--- src/rtl/apb_pkg.sv ---
// Shared types and defaults for the APB initiator and its wait timer.
package apb_pkg;

    // Transfer phases of the APB initiator
    typedef enum logic [1:0] {
        IDLE   = 2'b00,
        SETUP  = 2'b01,
        ACCESS = 2'b10
    } apb_state_e;

    localparam int unsigned APB_ADDR_W = 32;
    localparam int unsigned APB_DATA_W = 32;

    // Width of a counter that must hold 0..limit, never narrower than 1 bit
    function automatic int unsigned cnt_width(input int unsigned limit);
        if (limit < 32'd1) begin
            return 32'd1;
        end else begin
            return $clog2(limit + 32'd1);
        end
    endfunction

endpackage

--- src/rtl/apb_master_fsm_if.sv ---
// Command/response port plus APB bus of the initiator, bundled together.
// The master modport is the initiator's view; slave is the environment's view.
interface apb_master_fsm_if #(
    parameter int unsigned ADDR_W = 32,
    parameter int unsigned DATA_W = 32
);
    logic              cmd_valid;
    logic              cmd_ready;
    logic              cmd_write;
    logic [ADDR_W-1:0] cmd_addr;
    logic [DATA_W-1:0] cmd_wdata;
    logic              rsp_valid;
    logic [DATA_W-1:0] rsp_rdata;
    logic              rsp_err;
    logic [ADDR_W-1:0] PADDR;
    logic              PSEL;
    logic              PENABLE;
    logic              PWRITE;
    logic [DATA_W-1:0] PWDATA;
    logic [DATA_W-1:0] PRDATA;
    logic              PREADY;
    logic              PSLVERR;

    modport master (
        input  cmd_valid, cmd_write, cmd_addr, cmd_wdata,
        output cmd_ready, rsp_valid, rsp_rdata, rsp_err,
        output PADDR, PSEL, PENABLE, PWRITE, PWDATA,
        input  PRDATA, PREADY, PSLVERR
    );

    modport slave (
        output cmd_valid, cmd_write, cmd_addr, cmd_wdata,
        input  cmd_ready, rsp_valid, rsp_rdata, rsp_err,
        input  PADDR, PSEL, PENABLE, PWRITE, PWDATA,
        output PRDATA, PREADY, PSLVERR
    );
endinterface

--- src/rtl/apb_wait_timer.sv ---
// Counts stalled ACCESS cycles. expired_o flags the stalled cycle that brings
// the count up to TIMEOUT, so the FSM can abort on that same edge.
// The count saturates at TIMEOUT; TIMEOUT=0 disables expiry entirely.
module apb_wait_timer
    import apb_pkg::*;
#(
    parameter int unsigned TIMEOUT = 16
) (
    input  logic clk,
    input  logic rst_n,
    input  logic clear_i,
    input  logic enable_i,
    output logic expired_o
);
    localparam int unsigned     CW    = cnt_width(TIMEOUT);
    localparam logic [CW-1:0]   LIMIT = CW'(TIMEOUT);
    localparam logic [CW-1:0]   LAST  = (TIMEOUT == 32'd0) ? {CW{1'b0}} : CW'(TIMEOUT - 32'd1);

    logic [CW-1:0] count_q;
    logic [CW-1:0] count_d;

    // Next count: clear wins, otherwise count stalled cycles up to the limit
    always_comb begin
        count_d = count_q;
        if (clear_i) begin
            count_d = {CW{1'b0}};
        end else if (enable_i && (count_q != LIMIT)) begin
            count_d = count_q + CW'(1);
        end else begin
            count_d = count_q;
        end
    end

    // Wait-count register
    always_ff @(posedge clk or negedge rst_n) begin
        if (!rst_n) begin
            count_q <= {CW{1'b0}};
        end else begin
            count_q <= count_d;
        end
    end

    assign expired_o = (TIMEOUT != 32'd0) && enable_i && (count_q >= LAST);

endmodule

--- src/rtl/apb_master_fsm.sv ---
// APB initiator: one local command becomes one SETUP/ACCESS transfer and
// produces exactly one single-cycle response (data, slave error or timeout).
module apb_master_fsm
    import apb_pkg::*;
#(
    parameter int unsigned ADDR_W  = APB_ADDR_W,
    parameter int unsigned DATA_W  = APB_DATA_W,
    parameter int unsigned TIMEOUT = 16
) (
    input  logic              PCLK,
    input  logic              PRESETn,
    apb_master_fsm_if.master  bus
);
    apb_state_e        state_q,     state_d;
    logic [ADDR_W-1:0] paddr_q,     paddr_d;
    logic [DATA_W-1:0] pwdata_q,    pwdata_d;
    logic              pwrite_q,    pwrite_d;
    logic              psel_q,      psel_d;
    logic              penable_q,   penable_d;
    logic              rsp_valid_q, rsp_valid_d;
    logic              rsp_err_q,   rsp_err_d;
    logic [DATA_W-1:0] rsp_rdata_q, rsp_rdata_d;
    logic              timer_clear_s;
    logic              timer_en_s;
    logic              timer_expired_s;

    apb_wait_timer #(
        .TIMEOUT (TIMEOUT)
    ) u_wait_timer (
        .clk       (PCLK),
        .rst_n     (PRESETn),
        .clear_i   (timer_clear_s),
        .enable_i  (timer_en_s),
        .expired_o (timer_expired_s)
    );

    // Next state, bus phase outputs, command capture and response build-up
    always_comb begin
        state_d       = state_q;
        paddr_d       = paddr_q;
        pwdata_d      = pwdata_q;
        pwrite_d      = pwrite_q;
        psel_d        = 1'b0;
        penable_d     = 1'b0;
        rsp_valid_d   = 1'b0;
        rsp_err_d     = rsp_err_q;
        rsp_rdata_d   = rsp_rdata_q;
        timer_clear_s = 1'b0;
        timer_en_s    = 1'b0;
        case (state_q)
            IDLE: begin
                if (bus.cmd_valid) begin
                    paddr_d       = bus.cmd_addr;
                    pwdata_d      = bus.cmd_wdata;
                    pwrite_d      = bus.cmd_write;
                    psel_d        = 1'b1;
                    timer_clear_s = 1'b1;
                    state_d       = SETUP;
                end else begin
                    state_d = IDLE;
                end
            end
            SETUP: begin
                psel_d    = 1'b1;
                penable_d = 1'b1;
                state_d   = ACCESS;
            end
            ACCESS: begin
                if (bus.PREADY) begin
                    // Completion beats a simultaneous timeout
                    rsp_valid_d = 1'b1;
                    rsp_err_d   = bus.PSLVERR;
                    rsp_rdata_d = (!pwrite_q && !bus.PSLVERR) ? bus.PRDATA : {DATA_W{1'b0}};
                    state_d     = IDLE;
                end else begin
                    timer_en_s = 1'b1;
                    if (timer_expired_s) begin
                        rsp_valid_d = 1'b1;
                        rsp_err_d   = 1'b1;
                        rsp_rdata_d = {DATA_W{1'b0}};
                        state_d     = IDLE;
                    end else begin
                        psel_d    = 1'b1;
                        penable_d = 1'b1;
                        state_d   = ACCESS;
                    end
                end
            end
            default: begin
                state_d = IDLE;
            end
        endcase
    end

    // State and output registers; reset drops the bus at once, no response
    always_ff @(posedge PCLK or negedge PRESETn) begin
        if (!PRESETn) begin
            state_q     <= IDLE;
            paddr_q     <= {ADDR_W{1'b0}};
            pwdata_q    <= {DATA_W{1'b0}};
            pwrite_q    <= 1'b0;
            psel_q      <= 1'b0;
            penable_q   <= 1'b0;
            rsp_valid_q <= 1'b0;
            rsp_err_q   <= 1'b0;
            rsp_rdata_q <= {DATA_W{1'b0}};
        end else begin
            state_q     <= state_d;
            paddr_q     <= paddr_d;
            pwdata_q    <= pwdata_d;
            pwrite_q    <= pwrite_d;
            psel_q      <= psel_d;
            penable_q   <= penable_d;
            rsp_valid_q <= rsp_valid_d;
            rsp_err_q   <= rsp_err_d;
            rsp_rdata_q <= rsp_rdata_d;
        end
    end

    // Ready only in IDLE and never while reset is asserted
    assign bus.cmd_ready = (state_q == IDLE) && PRESETn;
    assign bus.PADDR     = paddr_q;
    assign bus.PWDATA    = pwdata_q;
    assign bus.PWRITE    = pwrite_q;
    assign bus.PSEL      = psel_q;
    assign bus.PENABLE   = penable_q;
    assign bus.rsp_valid = rsp_valid_q;
    assign bus.rsp_err   = rsp_err_q;
    assign bus.rsp_rdata = rsp_rdata_q;

endmodule

--- src/flat_wrapper.sv ---
// flat-port wrapper written by rule: the top's interface ports become plain ports
module apb_master_fsm_flat import apb_pkg::*;
#(
    parameter int unsigned ADDR_W  = APB_ADDR_W,
    parameter int unsigned DATA_W  = APB_DATA_W,
    parameter int unsigned TIMEOUT = 16
)
  (PCLK, PRESETn, bus_cmd_valid, bus_cmd_write, bus_cmd_addr, bus_cmd_wdata, bus_cmd_ready, bus_rsp_valid, bus_rsp_rdata, bus_rsp_err, bus_PADDR, bus_PSEL, bus_PENABLE, bus_PWRITE, bus_PWDATA, bus_PRDATA, bus_PREADY, bus_PSLVERR);
  apb_master_fsm_if #(.ADDR_W(ADDR_W), .DATA_W(DATA_W)) bus_i ();
  input  logic PCLK;
  input  logic PRESETn;
  input wire logic [$bits(bus_i.cmd_valid)-1:0] bus_cmd_valid;
  input wire logic [$bits(bus_i.cmd_write)-1:0] bus_cmd_write;
  input wire logic [$bits(bus_i.cmd_addr)-1:0] bus_cmd_addr;
  input wire logic [$bits(bus_i.cmd_wdata)-1:0] bus_cmd_wdata;
  output wire logic [$bits(bus_i.cmd_ready)-1:0] bus_cmd_ready;
  output wire logic [$bits(bus_i.rsp_valid)-1:0] bus_rsp_valid;
  output wire logic [$bits(bus_i.rsp_rdata)-1:0] bus_rsp_rdata;
  output wire logic [$bits(bus_i.rsp_err)-1:0] bus_rsp_err;
  output wire logic [$bits(bus_i.PADDR)-1:0] bus_PADDR;
  output wire logic [$bits(bus_i.PSEL)-1:0] bus_PSEL;
  output wire logic [$bits(bus_i.PENABLE)-1:0] bus_PENABLE;
  output wire logic [$bits(bus_i.PWRITE)-1:0] bus_PWRITE;
  output wire logic [$bits(bus_i.PWDATA)-1:0] bus_PWDATA;
  input wire logic [$bits(bus_i.PRDATA)-1:0] bus_PRDATA;
  input wire logic [$bits(bus_i.PREADY)-1:0] bus_PREADY;
  input wire logic [$bits(bus_i.PSLVERR)-1:0] bus_PSLVERR;
  assign bus_i.cmd_valid = bus_cmd_valid;
  assign bus_i.cmd_write = bus_cmd_write;
  assign bus_i.cmd_addr = bus_cmd_addr;
  assign bus_i.cmd_wdata = bus_cmd_wdata;
  assign bus_cmd_ready = bus_i.cmd_ready;
  assign bus_rsp_valid = bus_i.rsp_valid;
  assign bus_rsp_rdata = bus_i.rsp_rdata;
  assign bus_rsp_err = bus_i.rsp_err;
  assign bus_PADDR = bus_i.PADDR;
  assign bus_PSEL = bus_i.PSEL;
  assign bus_PENABLE = bus_i.PENABLE;
  assign bus_PWRITE = bus_i.PWRITE;
  assign bus_PWDATA = bus_i.PWDATA;
  assign bus_i.PRDATA = bus_PRDATA;
  assign bus_i.PREADY = bus_PREADY;
  assign bus_i.PSLVERR = bus_PSLVERR;
  apb_master_fsm #(.ADDR_W(ADDR_W), .DATA_W(DATA_W), .TIMEOUT(TIMEOUT)) u_core (.PCLK(PCLK), .PRESETn(PRESETn), .bus(bus_i));
endmodule
--- config.mk ---
export PLATFORM = sky130hd
export DESIGN_NAME = apb_master_fsm_flat
export DESIGN_NICKNAME = d
export VERILOG_FILES = /design/src/rtl/apb_pkg.sv /design/src/rtl/apb_master_fsm_if.sv /design/src/rtl/apb_wait_timer.sv /design/src/rtl/apb_master_fsm.sv /design/src/flat_wrapper.sv
export SDC_FILE = /design/constraint.sdc
export NUM_CORES = 1
export LEC_CHECK = 0
export ABC_AREA = 1
export CAP_MARGIN = 20
export CORE_AREA = 10 10 124 115
export CTS_CLUSTER_SIZE = 30
export DETAILED_ROUTE_END_ITERATION = 8
export DIE_AREA = 0 0 134 125
export GPL_TIMING_DRIVEN = 0
export PLACE_DENSITY = 0.76
export SETUP_SLACK_MARGIN = 0.1
export SYNTH_ARGS = -nofsm -noshare
export SYNTH_HDL_FRONTEND = slang
export SYNTH_SLANG_ARGS = --single-unit
--- constraint.sdc ---
create_clock -name PCLK -period 4.1 [get_ports PCLK]
set_input_delay 0.82 -clock PCLK [delete_from_list [all_inputs] [get_ports PCLK]]
set_output_delay 0.82 -clock PCLK [all_outputs]
set_load 0.005 [all_outputs]
==> results.toml <==
[setup_path]
worstSetupPathType = "in2out"
r2r_slack_ns = 2.33
path_cells = "buf_4 -> nand2_1 -> inv_1 -> clkdlybuf4s50_1"
endpoint_kind = "output pin"
r2r_end = "u_core.bus.rsp_rdata[29]$_DFFE_PN0P_"
cp_slowest_cell = "buf_4"
path_buf_inv = 3
r2r_start = "u_core.u_wait_timer.count_q[0]$_DFFE_PN0P_"
cp_slowest_stage_delay_ns = 0.59
worstPathRequired_ns = 3.28
cp_top_family = "buffers and inverters"
r2r_cells = 10
worstSetupStartpointType = "input pin"
critPathArrivalTime_ns = 2.14
critical_path_peak_fanout = 60

[final_layout]
nets = 878
fillers = 1020
utilization = 0.6110
drive_above_1_share = 0.04651
syn_to_final_growth_pct = 56.65
design_area_mm2 = 0.007176
antennaDiodeCount = 0

[outcome]
outcome = "finished clean"

[timing]
fmax_mhz = 337.4
relSlewSlack = 0.4817
fin_setup_tns_ns = 0
layout_setup_ws_ns = 1.136
holdWs_ns = 0.4681
fin_crit_sh = 0.7228
rsz0062_at_grt = "no"
min_period_ns = 2.964
final.setup_skew_ns = 0.004396
setup_viol = 0
worst_pin_slew_ns = 0.7775
hold_viol = 0
finalMaxSlewViolations = 0

[floorplan]
fp.dieH_um = 125
chipWidth_um = 134
dieArea_mm2 = 0.01675
num_io_pins = 204
core_area_mm2 = 0.01174
initial_core_util = 0.3900
row_count = 38

[routing]
via_count = 4212
drt-initial-drc-count = 230
via_per_inst = 4.510
final_antenna_net_count = 0
detail_route.wirelength_um = 13460
drtPass1Iterations = 4
drc = 0
wl_per_cell_um = 14.41

[grt]
use_met2 = 0.2684
grtUsageMet3 = 0.06085
grtUsageMet1 = 0.1808
grt_start_max_net_pins = 61
antenna_found_initial = 0
grt_pass1_vias = 4282
track_usage = 0.1589
grt_pass1_wl_um = 21870
busiest_layer = "met2"
grt_remaining_overflow = 0

[power]
leakagePower_uw = 0.003680
ir_drop_mv = 0.2986
p_per_area_mw_per_mm2 = 652.7

[clock_network]
cts.path.max_buffers = 2
cts-buffers-inserted = 9
clkLatencyLatePin_ns = 0.34
cts_hold_buf = 0
cts_tree = "built"
cts_resized = 0
path_clk_slew_ns = 0.07
cts_root_buffer = "clkbuf_16"
post_cts_buffers = 0
cts_sinks = 108
h-tree-depth = 3

[synth]
yosysTopAreaCell = "dfrtp_1"
ys_ff_latch = 108
synth_cell_types = 21
yosysTopAreaCellShare = 0.5900
syn-mean-instance-area_um2 = 8.268
synth_top_cells_by_area = "dfrtp_1 (59%), nand2_1 (22%), nand3_1 (4.0%)"
yosys_warnings = 0
netlist_instances = 554
syn_nets = 663
yosysSeqAreaShare = 0.5900
netlist_area_mm2 = 0.004581

[placed_design]
portBuffers = 203
dpl_cell_area_mm2 = 0.006838
dp_slack_ns = 1.086
routabilityCongestion = 0.8101
dp_hpwl_um = 10370

[worst_hold_path]
hold_path_depth = 2
hold_path_class = "reg2reg"
hold_path.startpoint = "u_core.bus.rsp_rdata[17]$_DFFE_PN0P_"
holdPathEnd = "u_core.bus.rsp_rdata[17]$_DFFE_PN0P_"

[run]
maxCapViolations = 0
[registers in the layout (all words and copies together), names as in the netlist]
signal                       flops
u_core.bus.PWDATA               32
u_core.bus.rsp_rdata            32
u_core.bus.PWRITE                1
u_core.bus.PSEL                  1
u_core.state_q                   2
u_core.u_wait_timer.count_q      5
u_core.bus.PENABLE               1
u_core.bus.PADDR                32
u_core.bus.rsp_err               1
u_core.bus.rsp_valid             1
[cell usage after synthesis]
| cell type | count |
|---|---|
| a21boi_0 | 1 |
| a21oi_1 | 1 |
| buf_1 | 2 |
| buf_2 | 8 |
| buf_4 | 3 |
| buf_6 | 3 |
| clkbuf_1 | 11 |
| dfrtp_1 | 108 |
| ha_1 | 7 |
| inv_1 | 48 |
| inv_2 | 1 |
| nand2_1 | 272 |
| nand2_2 | 1 |
| nand2_4 | 1 |
| nand3_1 | 37 |
| nand3_4 | 1 |
| nand4_1 | 2 |
| nand4_2 | 1 |
| nor2_1 | 40 |
| nor3b_1 | 1 |
| o21ai_0 | 5 |
[cells in the final DEF, fill, tap and decap left out, drive strengths merged]
| cell type | Yosys | final |
|---|---|---|
| ha | 7 | 7 |
| buf | 16 | 18 |
| o21ai | 5 | 5 |
| clkinvlp | 0 | 1 |
| clkdlybuf4s50 | 0 | 202 |
| clkbuf | 11 | 24 |
| nand2 | 274 | 274 |
| nor3b | 1 | 1 |
| dfrtp | 108 | 108 |
| nand3 | 38 | 38 |
| bufinv | 0 | 2 |
| nor2 | 40 | 40 |
| a21boi | 1 | 1 |
| inv | 49 | 49 |
| nand4 | 3 | 3 |
| a21oi | 1 | 1 |
[power breakdown]
part           total, uW  internal, uW  switching (uW)  leakage (uW)
Combinational       1940          1100             838       0.00213
Clock                958           586             373      0.000162
Sequential          1790          1530             263       0.00138
Total               4680          3210            1470       0.00368
[cell type report]
| class | count | area, um2 | share of cell area |
|---|---|---|---|
| plain buffers | 27 | 145.1 | 0.02023 |
| clock buffers | 13 | 270.3 | 0.03766 |
| clock inverters | 3 | 67.56 | 0.009416 |
| inverters | 49 | 183.9 | 0.02563 |
| multi-input cells | 370 | 1549 | 0.2159 |
| flip-flops and latches | 108 | 2703 | 0.3766 |
| well taps | 160 | 200.2 | 0.02790 |
| repair buffers | 204 | 2057 | 0.2867 |
[through the flow]
step                      instances  power, uW
after detailed placement        918       3778
after global routing            934       5041
after global placement          917       3708
after CTS                       934       4765
after floorplan                 554       2472
final                           934       4684
[worst max path at each step]
stage / start / to / depth (start not counted)
2_1_floorplan: PRESETn / bus_cmd_ready / 2
3_3_place_gp: PRESETn / bus_cmd_ready / 4
3_5_place_dp: PRESETn / bus_cmd_ready / 4
4_1_cts: PRESETn / bus_cmd_ready / 4
5_1_grt: PRESETn / bus_cmd_ready / 4
6_report: PRESETn / bus_cmd_ready / 4
[kinds of logic after synthesis]
| family | count (synthesis) | synth area share |
|---|---|---|
| simple gates | 356 | 0.3108 |
| buf+inv | 76 | 0.07184 |
| fa+ha+maj | 7 | 0.01912 |
| flops | 108 | 0.5900 |
| compound gates | 7 | 0.008193 |
[worst min-delay path, stage by stage (launching register included)]
cell	delay, ns
dfrtp_1	0.34
nand2_1	0.05
nand2_1	0.05
[routing by layer]
| metal | share of wire | up-vias | wire length (um) |
|---|---|---|---|
| met5 | 0 | - | 0 |
| met4 | 0.013 | 0 | 178 |
| met3 | 0.092 | 17 | 1234 |
| met2 | 0.49 | 162 | 6640 |
| met1 | 0.40 | 1941 | 5407 |
| li1 | - | 2092 | - |
Note: power is estimated with default switching activity, not from simulation.
